$ cat config.mk
export PLATFORM = sky130hd
export DESIGN_NAME = pipe_hazard_ctrl
export DESIGN_NICKNAME = d
export VERILOG_FILES = /design/src/rtl/pipe_pkg.sv /design/src/rtl/fwd_mux.sv /design/src/rtl/pipe_hazard_ctrl.sv
export SDC_FILE = /design/constraint.sdc
export NUM_CORES = 1
export LEC_CHECK = 0
export CAP_MARGIN = 0
export CORE_AREA = 2 2 125 127
export DETAILED_ROUTE_END_ITERATION = 10
export DIE_AREA = 0 0 127 129
export DONT_BUFFER_PORTS = 1
export SYNTH_ARGS = -nofsm -noshare
export SYNTH_HDL_FRONTEND = slang
export SYNTH_SLANG_ARGS = --single-unit
$ cat constraint.sdc
create_clock -name clk -period 2.05 [get_ports clk]
set_clock_uncertainty 0.1 [all_clocks]
set_input_delay 0.3075 -clock clk [delete_from_list [all_inputs] [get_ports clk]]
set_output_delay 0.3075 -clock clk [all_outputs]
set_load 0.005 [all_outputs]
$ cat src/rtl/pipe_pkg.sv
// rtl/pipe_pkg.sv - shared state encodings and constants for the pipeline hazard controller
package pipe_pkg;

    typedef enum logic {
        RUN,
        STALL
    } stall_state_e;

    typedef enum logic [1:0] {
        RUN_H,
        DRAIN,
        HALTED
    } halt_state_e;

    localparam logic [15:0] NOP_INST = 16'h1000;

    function automatic bit load_lat_ok(input int lat);
        return (lat == 1) || (lat == 2);
    endfunction

endpackage

$ cat src/rtl/fwd_mux.sv
// rtl/fwd_mux.sv - per-operand forwarding priority select (MEM, then WB, then register file)
module fwd_mux #(
    parameter int DATA_W   = 32,
    parameter int REG_AW   = 3,
    parameter int LOAD_LAT = 1,
    parameter int ZERO_REG = 0
) (
    input  logic [REG_AW-1:0] src,
    input  logic [DATA_W-1:0] rf_data,
    input  logic [REG_AW-1:0] mem_rd,
    input  logic              mem_wen,
    input  logic              mem_memread,
    input  logic [DATA_W-1:0] mem_data,
    input  logic [REG_AW-1:0] wb_rd,
    input  logic              wb_wen,
    input  logic [DATA_W-1:0] wb_data,
    output logic [DATA_W-1:0] fwd_data
);

    always_comb begin
        fwd_data = rf_data;
        if ((ZERO_REG != 0) && (src == '0)) begin
            fwd_data = '0;
        end else if (mem_wen && (mem_rd == src) && (!mem_memread || (LOAD_LAT == 1))) begin
            // with a two-cycle load the MEM-stage value is still an address, not load data
            fwd_data = mem_data;
        end else if (wb_wen && (wb_rd == src)) begin
            fwd_data = wb_data;
        end
    end

endmodule

$ cat src/rtl/pipe_hazard_ctrl.sv
// rtl/pipe_hazard_ctrl.sv - forwarding, load-use stall, redirect flush, halt drain and perf counters
module pipe_hazard_ctrl
    import pipe_pkg::*;
#(
    parameter int DATA_W   = 32,
    parameter int REG_AW   = 3,
    parameter int LOAD_LAT = 1,
    parameter int ZERO_REG = 0,
    parameter int CNT_W    = 32
) (
    input  logic              clk,
    input  logic              rst,
    input  logic [REG_AW-1:0] id_rs1,
    input  logic [REG_AW-1:0] id_rs2,
    input  logic              id_rs1_used,
    input  logic              id_rs2_used,
    input  logic              id_halt,
    input  logic [REG_AW-1:0] ex_rs1,
    input  logic [REG_AW-1:0] ex_rs2,
    input  logic [DATA_W-1:0] ex_rs1_data,
    input  logic [DATA_W-1:0] ex_rs2_data,
    input  logic [REG_AW-1:0] ex_rd,
    input  logic              ex_wen,
    input  logic              ex_memread,
    input  logic              ex_redirect,
    input  logic [REG_AW-1:0] mem_rd,
    input  logic              mem_wen,
    input  logic              mem_memread,
    input  logic [DATA_W-1:0] mem_data,
    input  logic [REG_AW-1:0] wb_rd,
    input  logic              wb_wen,
    input  logic [DATA_W-1:0] wb_data,
    input  logic              wb_halt,
    output logic [DATA_W-1:0] fwd_rs1,
    output logic [DATA_W-1:0] fwd_rs2,
    output logic              hold_pc,
    output logic              hold_d,
    output logic              kill_d,
    output logic              kill_ex,
    output logic              fetch_en,
    output logic              halted,
    output logic [CNT_W-1:0]  cnt_cycles,
    output logic [CNT_W-1:0]  cnt_stalls,
    output logic [CNT_W-1:0]  cnt_flushes
);

    if (!load_lat_ok(LOAD_LAT)) begin : g_bad_load_lat
        $error("pipe_hazard_ctrl: LOAD_LAT must be 1 or 2");
    end

    localparam logic STALL_LAST = 1'b0;

    stall_state_e stall_q, stall_d;
    halt_state_e  halt_q, halt_d;
    logic         scnt_q, scnt_d;
    logic [CNT_W-1:0] cyc_q, cyc_d, stl_q, stl_d, flu_q, flu_d;

    logic ex_load_hit, mem_load_hit, detect, stalling;

    fwd_mux #(.DATA_W(DATA_W), .REG_AW(REG_AW), .LOAD_LAT(LOAD_LAT), .ZERO_REG(ZERO_REG)) u_fwd_rs1 (
        .src(ex_rs1), .rf_data(ex_rs1_data),
        .mem_rd(mem_rd), .mem_wen(mem_wen), .mem_memread(mem_memread), .mem_data(mem_data),
        .wb_rd(wb_rd), .wb_wen(wb_wen), .wb_data(wb_data), .fwd_data(fwd_rs1)
    );

    fwd_mux #(.DATA_W(DATA_W), .REG_AW(REG_AW), .LOAD_LAT(LOAD_LAT), .ZERO_REG(ZERO_REG)) u_fwd_rs2 (
        .src(ex_rs2), .rf_data(ex_rs2_data),
        .mem_rd(mem_rd), .mem_wen(mem_wen), .mem_memread(mem_memread), .mem_data(mem_data),
        .wb_rd(wb_rd), .wb_wen(wb_wen), .wb_data(wb_data), .fwd_data(fwd_rs2)
    );

    always_comb begin
        ex_load_hit  = ex_memread && ex_wen &&
                       ((id_rs1_used && (id_rs1 == ex_rd)) || (id_rs2_used && (id_rs2 == ex_rd))) &&
                       !((ZERO_REG != 0) && (ex_rd == '0));
        mem_load_hit = (LOAD_LAT == 2) && mem_memread && mem_wen &&
                       ((id_rs1_used && (id_rs1 == mem_rd)) || (id_rs2_used && (id_rs2 == mem_rd))) &&
                       !((ZERO_REG != 0) && (mem_rd == '0));
        detect       = ex_load_hit || mem_load_hit;
        stalling     = (stall_q == STALL) || detect;
    end

    // stall sequencer; a redirect squashes the dependent instruction so any pending stall is moot
    always_comb begin
        stall_d = stall_q;
        scnt_d  = scnt_q;
        if (ex_redirect) begin
            stall_d = RUN;
            scnt_d  = 1'b0;
        end else if (stall_q == RUN) begin
            if ((LOAD_LAT == 2) && ex_load_hit) begin
                stall_d = STALL;
                scnt_d  = 1'b0;
            end
        end else if (scnt_q == STALL_LAST) begin
            stall_d = RUN;
            scnt_d  = 1'b0;
        end else begin
            scnt_d = scnt_q + 1'b1;
        end
    end

    always_comb begin
        halt_d = halt_q;
        case (halt_q)
            RUN_H:   if (id_halt && !ex_redirect && !stalling) halt_d = DRAIN;
            DRAIN:   if (wb_halt) halt_d = HALTED;
            HALTED:  halt_d = HALTED;
            default: halt_d = RUN_H;
        endcase
    end

    always_comb begin
        hold_pc  = stalling && !ex_redirect && !rst;
        hold_d   = hold_pc;
        kill_ex  = rst || ex_redirect || stalling || (halt_q == HALTED);
        kill_d   = rst || ex_redirect || (halt_q == DRAIN) || (halt_q == HALTED);
        fetch_en = rst || (halt_q == RUN_H);
        halted   = !rst && (halt_q == HALTED);
    end

    always_comb begin
        cyc_d = cyc_q;
        stl_d = stl_q;
        flu_d = flu_q;
        if ((halt_q != HALTED) && (cyc_q != '1)) cyc_d = cyc_q + 1'b1;
        if (hold_pc && (stl_q != '1))            stl_d = stl_q + 1'b1;
        if (ex_redirect && (flu_q != '1))        flu_d = flu_q + 1'b1;
    end

    always_ff @(posedge clk) begin
        if (rst) begin
            stall_q <= RUN;
            scnt_q  <= 1'b0;
            halt_q  <= RUN_H;
            cyc_q   <= '0;
            stl_q   <= '0;
            flu_q   <= '0;
        end else begin
            stall_q <= stall_d;
            scnt_q  <= scnt_d;
            halt_q  <= halt_d;
            cyc_q   <= cyc_d;
            stl_q   <= stl_d;
            flu_q   <= flu_d;
        end
    end

    assign cnt_cycles  = cyc_q;
    assign cnt_stalls  = stl_q;
    assign cnt_flushes = flu_q;

endmodule

# After elaboration in Yosys (flattened, before gate mapping)

Cells that the tools add are included.

Output and inout port bits: 166
Register bits after elaboration: 100
Logic and storage cells: 65

Bitwise logic cells: 1
Reduce and logical (&&, ||, !) cells: 31
Add/sub/neg operators: 4
Equal/unequal tests: 14
Mux-type cells: 9

Operators by type and width:

| operator              | number |
|---|---|
| $mux 32               | 4 |
| $add 32x1->32 const B | 3 |
| $ne 32x32->1 const B  | 3 |
| $eq 3x3->1            | 6 |
| $logic_and 1x1->1     | 16 |
| $logic_or 1x1->1      | 8 |
| $ne 2x2->1 const B    | 3 |
| $pmux 2 s3            | 1 |
| $mux 2                | 2 |
| $logic_not 1->1       | 3 |
| $reduce_or 3->1       | 1 |
| $eq 2x1->1 const B    | 1 |
| $eq 2x2->1 const B    | 1 |
| $logic_not 2->1       | 1 |
| $mux 1                | 2 |
| $reduce_and 2->1      | 1 |
| $reduce_or 2->1       | 1 |
| $add 1x1->1 const B   | 1 |
| $not 1->1             | 1 |

# Longest topological paths before layout

Word-level depth: 9
Gate-level depth with buffers: 8
Gate-level depth less buffers: 7

# Modules after synthesis

A second synthesis with hierarchy kept.

Cell total of the unflattened synthesis: 932
Area total of the unflattened synthesis: 6,697.7 um^2

Modules (own cells, without submodules):

| module           | area an instance (um^2) | times used | cells an instance |
|---|---|---|---|
| pipe_hazard_ctrl | 5,248.8                 | 1          | 632 |
| fwd_mux          | 724.4                   | 2          | 150 |

# Worst setup path after synthesis

Ideal clock, no wire load.

Kind: reg2reg
Start point: reg flu_q[0], in the netlist cnt_flushes[0]
End point: reg flu_q[28], in the netlist cnt_flushes[28]
Data required time: 1.880 ns
Library setup time: 0.070 ns
Path buffers: 0
Cell stages (with the launch flop): 7
Path slack: -0.213 ns
Arrival: 2.092 ns
Cell sequence: dfxtp_1 > ha_1 > nand2_1 > or3_1 > or4_4 > or3_1 > a21oi_1

Longest elaborated chain between the ends: 2

RTL lines:

| what                                                                  | line                    | RTL |
|---|---|---|
| start, declared                                                       | pipe_hazard_ctrl.sv:56  | `logic [CNT_W-1:0] cyc_q, cyc_d, stl_q, stl_d, flu_q, flu_d;` |
| start signal, assigned                                                | pipe_hazard_ctrl.sv:145 | `flu_q <= flu_d;` |
| parallel branches: the longest is 2 deep, another holds $add 32x1->32 | -                       |  |

Parallel ways; which one is timed is not known.
A chain may end at the register's enable or synchronous reset.

# Worst setup path after layout

Start point: reg flu_q[1], in the netlist cnt_flushes[1]
End point: reg flu_q[30], in the netlist cnt_flushes[30]

Same word-level chain as after synthesis.

==> run_results.csv <==
group,metric,value,unit
global_route,grt_max_degree,109,
yosys,synth_cell_types,57,
timing,holdWs,-82.7,ps
flow_run,maxCapViolations,0,
placement,place_ws,-88.1,ps
placement,portBuffers,0,
clocking,clk_pin_slew,70,ps
drt,drt_iter0_markers,681,
clocking,cts-root-buf,"clkbuf_16",
global_route,grtUsageTotal,31.5,%
yosys,synth_flop_cell,"dfxtp_1",
critical_path,worstSetupPathType,"reg -> reg",
timing,fin_ws,-43.1,ps
outcome,violations,"negative hold slack, negative setup slack",
power,power_density,474,nW/um^2
drt,drc_errors,0,
drt,viasPerCell,6.33,
timing,rsz0062_at_grt,"yes",
timing,finalSetupViolations,10,
timing,final_hold_viol_count,79,
clocking,cts_sinks,98,
finish,final_nets,1170,
power,combPwrFrac,13.2,%
finish,final_cell_count_no_fill,1198,
power,max-vdd-ir-drop,0.507,mV
yosys,syn-instance-count,868,
yosys,synth_edf_count,0,
critical_path,crit_fanout,4,
clocking,cts_max_level,3,
yosys,syn_area,6700,um^2
finish,drive_above_1_share,31.1,%
timing,clock.fmax,478,MHz
critical_path,cp-end-kind,"flip-flop",
power,seq_power_share,45.8,%
die,rows,45,
clocking,clockBufferDepth,2,
yosys,syn_area_per_cell,7.71,um^2
timing,relSlewSlack,67.7,%
timing,period_needed,2090,ps
critical_path,startpoint_type,"flip-flop",
power,pwr-share-clk,41.1,%
drt,totalWireLength,27800,um
global_route,grt-ovfl-total,0,
worst_hold_path,whs_path_depth,1,
die,dieHeight,129,um
worst_hold_path,min-delay-start,"rst",
power,p_switching,1.14,mW
placement,dpl-instance-area,8080,um^2
timing,worst_pin_slew,480,ps
finish,syn_to_final_growth,33.6,%
critical_path,crit_path_start,"cnt_flushes[1]",
power,switching_share,27.0,%
die,fp.dieArea,16400,um^2
yosys,synthArstFlopShare,0,%
die,coreArea,15000,um^2
global_route,first_global_vias,6994,
critical_path,r2r_setup_slack,-40,ps
worst_hold_path,worstHoldEndpoint,"cnt_flushes[30]",
global_route,grt_pass1_wl,39500,um
die,start_util,44.7,%
placement,dp.final_hpwl,21800,um
critical_path,rr_startpoint,"cnt_flushes[1]",
yosys,synth_nets,1035,
drt,post_drt_wl_per_cell,23.2,um
critical_path,worstRegToRegCells,6,
yosys,synth_seq_cells,98,
clocking,cts_made_buffers,9,
critical_path,cp.arrival,2290,ps
clocking,cts_tree,"yes",
yosys,yosysWarningCount,0,
power,p_leak,3.65,nW
timing,slew_viol_final,0,
critical_path,r2r-end,"cnt_flushes[30]",
clocking,clk-insertion-delay-late,360,ps
power,p_int,3.09,mW
worst_hold_path,hold_class,"in -> reg",
drt,drtPass1Iterations,8,
timing,post-route-period-util,102,%
finish,fin_area,8950,um^2
drt,vias,7578,
placement,gp_congestion,0.989,
die,die_w,127,um
drt,ant_nets,0,
outcome,status,"complete, but fails checks",
yosys,ys_seq_area_share,29.3,%
die,io_pins,327,
critical_path,critPathRequiredTime,2250,ps
timing,finalSetupTns,-163,ps
placement,dpl.cell_count,1165,
global_route,antenna_found_initial,3,
==> synthesized netlist by cell type (2+ instances only) <==
library cell | n | area share (%)
and4b_1 | 2 | 0.30
ha_1 | 6 | 1.1
nor2b_1 | 14 | 1.3
or2_2 | 3 | 0.28
clkbuf_1 | 35 | 2.0
nand3_1 | 42 | 3.1
or4_1 | 31 | 3.5
a21oi_1 | 130 | 9.7
mux2_2 | 12 | 2.0
and2_1 | 5 | 0.47
a211oi_1 | 2 | 0.22
nand2_1 | 40 | 2.2
and3_1 | 12 | 1.1
nand4_1 | 25 | 2.3
nor2_1 | 102 | 5.7
nor4_1 | 14 | 1.3
mux2i_1 | 67 | 10
or3_1 | 31 | 2.9
xor2_1 | 2 | 0.26
nand4_2 | 2 | 0.37
dfxtp_1 | 98 | 29
o2111ai_1 | 2 | 0.26
buf_1 | 7 | 0.39
nor3b_1 | 2 | 0.22
o21bai_1 | 2 | 0.22
o21ai_0 | 34 | 2.5
o41ai_1 | 4 | 0.52
nor4b_1 | 2 | 0.26
buf_2 | 9 | 0.67
o2111a_1 | 2 | 0.34
nor3_1 | 11 | 0.82
xnor2_1 | 28 | 3.7
inv_1 | 16 | 0.90
buf_4 | 2 | 0.22
o31ai_1 | 30 | 3.4
a31oi_1 | 2 | 0.19
o21a_1 | 4 | 0.45
or4bb_1 | 2 | 0.34
and4_1 | 16 | 2.1
==> critical path: stages, from the launching register on <==
cell and delay (ps):
dfxtp_4 360, ha_4 140, nand2_4 60, or3_4 350, or4_4 560, or3_4 350, a21oi_2 110
==> flip-flops by register name, indices dropped and copies added, names as in the netlist <==
signal and count:
cnt_flushes 32, cnt_cycles 32, cnt_stalls 32, halt_q 2
==> through the flow <==
step	util [%]	total power, mW	hold slack, ps
after floorplan	-	2.36	355
after global placement	53.9	2.47	280
after detailed placement	53.9	2.49	283
after CTS	56.7	4.23	-97.5
after global routing	59.7	4.38	-104
final	59.7	4.24	-82.7
==> final cells by class <==
cell class | instances | area, um^2
fillers | 1352 | 6030
multi-input cells | 700 | 4850
flip-flops and latches | 98 | 2000
repair buffers | 178 | 1500
clock buffers | 11 | 254
well taps | 188 | 235
inverters | 16 | 60.1
clock inverters | 5 | 43.8
diodes | 2 | 5.00
==> routing by layer <==
layer | wire [um] | up-vias | global-route usage, %
met2 | 12000 | 400 | 47.8
li1 | - | 3523 | -
met4 | 788 | 2 | 9.89
met5 | 13 | - | 0
met3 | 4370 | 62 | 20.2
met1 | 10700 | 3591 | 36.6
==> worst max path at each step <==
stage	to	slack (ps)	cells past startpoint
after floorplan	cnt_flushes[28]	-40	6
after global placement	cnt_cycles[17]	-30	7
after detailed placement	cnt_flushes[28]	-90	6
after CTS	cnt_flushes[30]	-6	5
after global routing	cnt_flushes[28]	-70	6
final	cnt_flushes[30]	-40	6
==> power by group through the flow <==
stage | Combinational (mW) | Clock [mW] | Sequential (mW)
floorplan | 0.373 | 0 | 1.98
global placement | 0.486 | 0 | 1.98
detailed placement | 0.504 | 0 | 1.98
CTS | 0.519 | 1.77 | 1.94
global route | 0.601 | 1.84 | 1.94
finish | 0.558 | 1.74 | 1.94
==> timing repair <==
action                                 CTS  global route
cloned                                   0             3
resized for setup                       14            95
setup endpoints to repair               46            74
buffers inserted                         9             5
pin swaps                                9            41
endpoints found under the hold margin   79            79
==> cell families (layout without fill, tap and decap cells) <==
| group | count (synthesis) | after routing | synth area share, % |
|---|---|---|---|
| and+or+nand+nor | 364 | 364 | 30.1 |
| AOI/OAI and AO/OA | 221 | 221 | 19.2 |
| DFF | 98 | 98 | 29.3 |
| muxes | 79 | 79 | 12.0 |
| buffers and inverters | 70 | 210 | 4.32 |
| xor gates and xnor gates | 30 | 30 | 3.92 |
| adders and majority gates | 6 | 6 | 1.12 |
| other | 0 | 2 | 0 |
==> cells in the final DEF, fill, tap and decap left out, drive strengths merged, types with 6 or more instances in the layout <==
cell and n:
dfxtp 98, clkbuf 13, and3 12, o31ai 30, inv 19, nor2b 14
ha 6, nor4 15, a21oi 130, buf 176, nor3 12, xnor2 28
or4 32, nand4 28, nor2 102, and4 16, nand3 42, nand2 40
mux2 12, or3 32, o21ai 34, mux2i 67
No activity file was read; power rests on OpenSTA's default activity.
